## config.mk

```make
export PLATFORM = sky130hd
export DESIGN_NAME = ext_arbiter
export DESIGN_NICKNAME = d
export VERILOG_FILES = /design/src/rtl/ext_arbiter.sv
export SDC_FILE = /design/constraint.sdc
export NUM_CORES = 1
export LEC_CHECK = 0
export BUFFER_PORTS_ARGS = -buffer_cell sky130_fd_sc_hd__buf_2
export CORE_ASPECT_RATIO = 1.4
export CORE_UTILIZATION = 30
export DETAILED_ROUTE_END_ITERATION = 8
export PLACE_DENSITY = 0.52
export SYNTH_ARGS = -nofsm -noshare
export SYNTH_HDL_FRONTEND = slang
export SYNTH_SLANG_ARGS = --single-unit
```

## constraint.sdc

```tcl
create_clock -name clk -period 2.3 [get_ports clk]
set_input_delay 0.115 -clock clk [delete_from_list [all_inputs] [get_ports clk]]
set_output_delay 0.115 -clock clk [all_outputs]
set_load 0.02 [all_outputs]
```

## src/rtl/ext_arbiter.sv

```systemverilog
// ext_arbiter: two-requester shared 32-bit extender (immediate / load path)
// with a one-entry result register. EXT_ARB_LUI_EN enables the LUI shifter.
module ext_arbiter #(
    parameter logic PRIO_FIXED = 1'b0
) (
    input  logic        clk,
    input  logic        rst_n,
    input  logic        imm_valid,
    output logic        imm_ready,
    input  logic [15:0] imm_data,
    input  logic [1:0]  imm_mode,
    input  logic        ld_valid,
    output logic        ld_ready,
    input  logic [31:0] ld_word,
    input  logic [1:0]  ld_offset,
    input  logic [1:0]  ld_size,
    input  logic        ld_signed,
    output logic        res_valid,
    input  logic        res_ready,
    output logic [31:0] res_data,
    output logic        res_src
);

    localparam logic EMPTY = 1'b0;
    localparam logic FULL  = 1'b1;

    logic        state;
    logic        last_ld;
    logic        slot_free;
    logic        pick_ld;
    logic        xfer;
    logic [31:0] imm_ext;
    logic [31:0] ld_ext;
    logic [7:0]  ld_byte;
    logic [15:0] ld_half;

    // Immediate extension; mode 11 falls back to sign extension
    always_comb begin
        imm_ext = {{16{imm_data[15]}}, imm_data};
        case (imm_mode)
            2'b01:   imm_ext = {16'h0000, imm_data};
`ifdef EXT_ARB_LUI_EN
            2'b10:   imm_ext = {imm_data, 16'h0000};
`else
            2'b10:   imm_ext = {16'h0000, imm_data};
`endif
            default: imm_ext = {{16{imm_data[15]}}, imm_data};
        endcase
    end

    // Load lane extraction (little-endian) and sign/zero fill
    always_comb begin
        case (ld_offset)
            2'd0:    ld_byte = ld_word[7:0];
            2'd1:    ld_byte = ld_word[15:8];
            2'd2:    ld_byte = ld_word[23:16];
            default: ld_byte = ld_word[31:24];
        endcase
        ld_half = ld_offset[1] ? ld_word[31:16] : ld_word[15:0];
        case (ld_size)
            2'b00:   ld_ext = {{24{ld_signed & ld_byte[7]}}, ld_byte};
            2'b01:   ld_ext = {{16{ld_signed & ld_half[15]}}, ld_half};
            default: ld_ext = ld_word;
        endcase
    end

    // Grant: lone requester wins; conflicts go round-robin or fixed to imm
    always_comb begin
        pick_ld = ld_valid;
        if (imm_valid && ld_valid) begin
            pick_ld = PRIO_FIXED ? 1'b0 : !last_ld;
        end
    end

    assign res_valid = (state == FULL);
    assign slot_free = (state == EMPTY) || res_ready;
    assign imm_ready = rst_n && slot_free && imm_valid && !pick_ld;
    assign ld_ready  = rst_n && slot_free && ld_valid && pick_ld;
    assign xfer      = imm_ready || ld_ready;

    // Result register, occupancy state and round-robin history
    always_ff @(posedge clk or negedge rst_n) begin
        if (!rst_n) begin
            state    <= EMPTY;
            res_data <= 32'h0;
            res_src  <= 1'b0;
            last_ld  <= 1'b1;
        end else if (xfer) begin
            state    <= FULL;
            res_data <= pick_ld ? ld_ext : imm_ext;
            res_src  <= pick_ld;
            last_ld  <= pick_ld;
        end else if (res_ready) begin
            state    <= EMPTY;
        end
    end

endmodule

```

==> run summary <==
Share of cells above drive strength 1 - 0.345
Core area - 7310 sq um
Worst hold-check path type - input pin to flop
Clock transition at path regs - 0.08 ns
Final hold slack - 0.0686 ns
Sequential cell area fraction in the yosys report - 0.390
First-pass GRT wire length - 12600 microns
Fin crit period - 1.98 ns
Row cnt - 37
Sink Count - 35
Final Cycle Share - 0.863
Ys flop type - dfrtp_1
Pin count of the biggest net entering global routing - 37
Hold buffers post-CTS - 1
Max Cap Violations - 0
Via count - 2456
Arr. time, crit path - 1.87 ns
Mapped Cells - 254
Failing checks - DRC
Crit-path slowest cell - dlygate4sd3_1
Worst-margin pin slew - 0.513 ns
Fmax achieved - 504 MHz
Die area - 7860 sq um
Syn Area/Cell - 8.86 sq um
Wire per inst - 18.2 microns
# port buffers - 95
RSZ-0062 raised after global routing - no
Area leader, netlist - dfrtp_1
Post-synth cell types - 48
Critical Path RT - 2.18 ns
Die width - 75.2 microns
Relative slew slack - 0.658
Effective utilization at floorplan - 0.308
Final Slew Violations - 0
Critical path endpoint category - primary output
Setup bufs post-CTS - 0
Commonest non-fill, non-tap cell in the layout - buf_2
Pre-antenna DRT Iters - 7
Final Hold Fails - 0
CTS Buffer Depth - 2
Initial antenna violation count - 0
Worst Path Max Fanout - 12
WP buf/inv - 4
Nets - 404
Commonest cells after routing, fill and taps aside - buf_2 (95), nand2_1 (34), dfrtp_1 (34)
CP max stage delay - 0.52 ns
Cts bufs inserted - 5
Most used cell, CP - buf_2
H-tree depth - 2
Starting DRT DRC Count - 187
Worst path top cell family by delay - buffers and inverters
Clock skew - 0.0167 ns
Diode count - 0
Setup TNS Final - 0 ns
Total track usage - 0.213
Gpl congestion - 0.811
Die H - 104 microns
Syn Nets - 314
Final wirelength - 8060 microns
Number of synthesized flops with an enable pin - 0
Peak supply drop - 0.337 mV
Setup violations, final - 0
Total grt overflow - 0
Leakage - 0.00132 uW
Cell Area, Synth - 2250 sq um
Vias in the first global route - 2349
Routed vias/inst - 5.56
Startpoint types - input pin
Synthesis Warnings - 0
Ys async rst share - 1.00
CP Class - input pin to primary output
Post-DP HPWL - 5940 microns
Clock Root Buffer - clkbuf_8
Largest cells by area after synthesis - dfrtp_1 (38%), a211oi_1 (7.0%), nand2_1 (5.7%), nor2_1 (3.8%), mux2i_1 (2.7%)
P&R area growth vs syn - 30.8%
PD cells - 776 nW/um^2
Cells along the critical path - dlygate4sd3_1 -> buf_2 -> and2_1 -> nand3_1 -> inv_1 -> buf_2
CTS tree - done
# IOs - 96
Outcome - finished with violations
Insertion delay to the later sink of the worst-skew pair - 0.30 ns
Drt drc - 2
Routed Antenna Nets - 0
Post-synthesis register bit count - 35
Post-CTS Resized - 0
Post-synth top area share - 0.378
layout make-up:
type / count / area (sq um)
flip-flops and latches: 35 / 877
clock inverters: 2 / 38.8
repair buffers: 103 / 538
multi-input cells: 192 / 1260
clock buffers: 6 / 82.6
fillers: 819 / 4370
inverters: 7 / 26.3
well taps: 97 / 121
where the power goes:
group          total (uW)  internal, uW  switching (uW)
Clock                 609           357             252
Combinational         815           308             508
Sequential            860           760            99.9
Total                2280          1420             860
cell usage after synthesis, types with 7 or more instances:
library cell	count
buf_2	11
a21oi_1	9
a211oi_1	21
nand2_1	34
nor2_1	23
o21ai_0	7
clkbuf_1	7
dfrtp_1	34
state kept, by name (all words and copies together) (netlist names):
register / cells
last_ld: 1
res_valid: 1
res_data: 32
res_src: 1
path summary, 6_finish.rpt:
check / startpoint / endpoint / slack, ns / cells past startpoint
hold reg to reg: last_ld / last_ld / 0.48 / 2
setup reg to reg: res_valid / res_data[29] / 0.44 / 4
min in group asynchronous: rst_n / res_data[12] / 0.24 / 2
setup / recovery: rst_n / imm_ready / 0.32 / 6
hold / removal: ld_word[19] / res_data[19] / 0.07 / 3
max in group asynchronous: rst_n / last_ld / 1.32 / 3
stage by stage:
step / area (sq um) / cells / utilization / total power [uW] / worst slack [ns]
global placement: 2810 / 433 / 0.385 / 1680 / 0.516
global route: 2940 / 442 / 0.402 / 2410 / 0.189
finish: 2940 / 442 / 0.402 / 2280 / 0.316
floorplan: 2250 / 254 / - / 1350 / 0.740
CTS: 2940 / 442 / 0.402 / 2300 / 0.304
detailed placement: 2810 / 433 / 0.385 / 1690 / 0.478
cells by family (layout without fill, tap and decap cells):
| group | Yosys count | count (layout) | synth area share |
|---|---|---|---|
| AO/OA/AOI/OAI | 93 | 93 | 0.322 |
| XOR/XNOR | 1 | 1 | 0.00389 |
| buffers and inverters | 27 | 118 | 0.0561 |
| flip-flops | 35 | 35 | 0.390 |
| multiplexers | 7 | 7 | 0.0367 |
| AND/OR/NAND/NOR | 91 | 91 | 0.192 |
worst min-delay path: cells and delay by family:
kind                   cells  cell delay (ns)
AOI/OAI and AO/OA          1             0.06
buffers and inverters      1             0.10
and+or+nand+nor            1             0.05
per-layer routing:
layer  global-route usage  vias up  wire length [microns]
met2                0.347      107                   4130
met3               0.0368       17                    434
li1                     -     1149                      -
met1                0.274     1183                   3260
met4               0.0847        0                    228
met5                    0        -                      0
No activity file was read; power rests on OpenSTA's default activity.
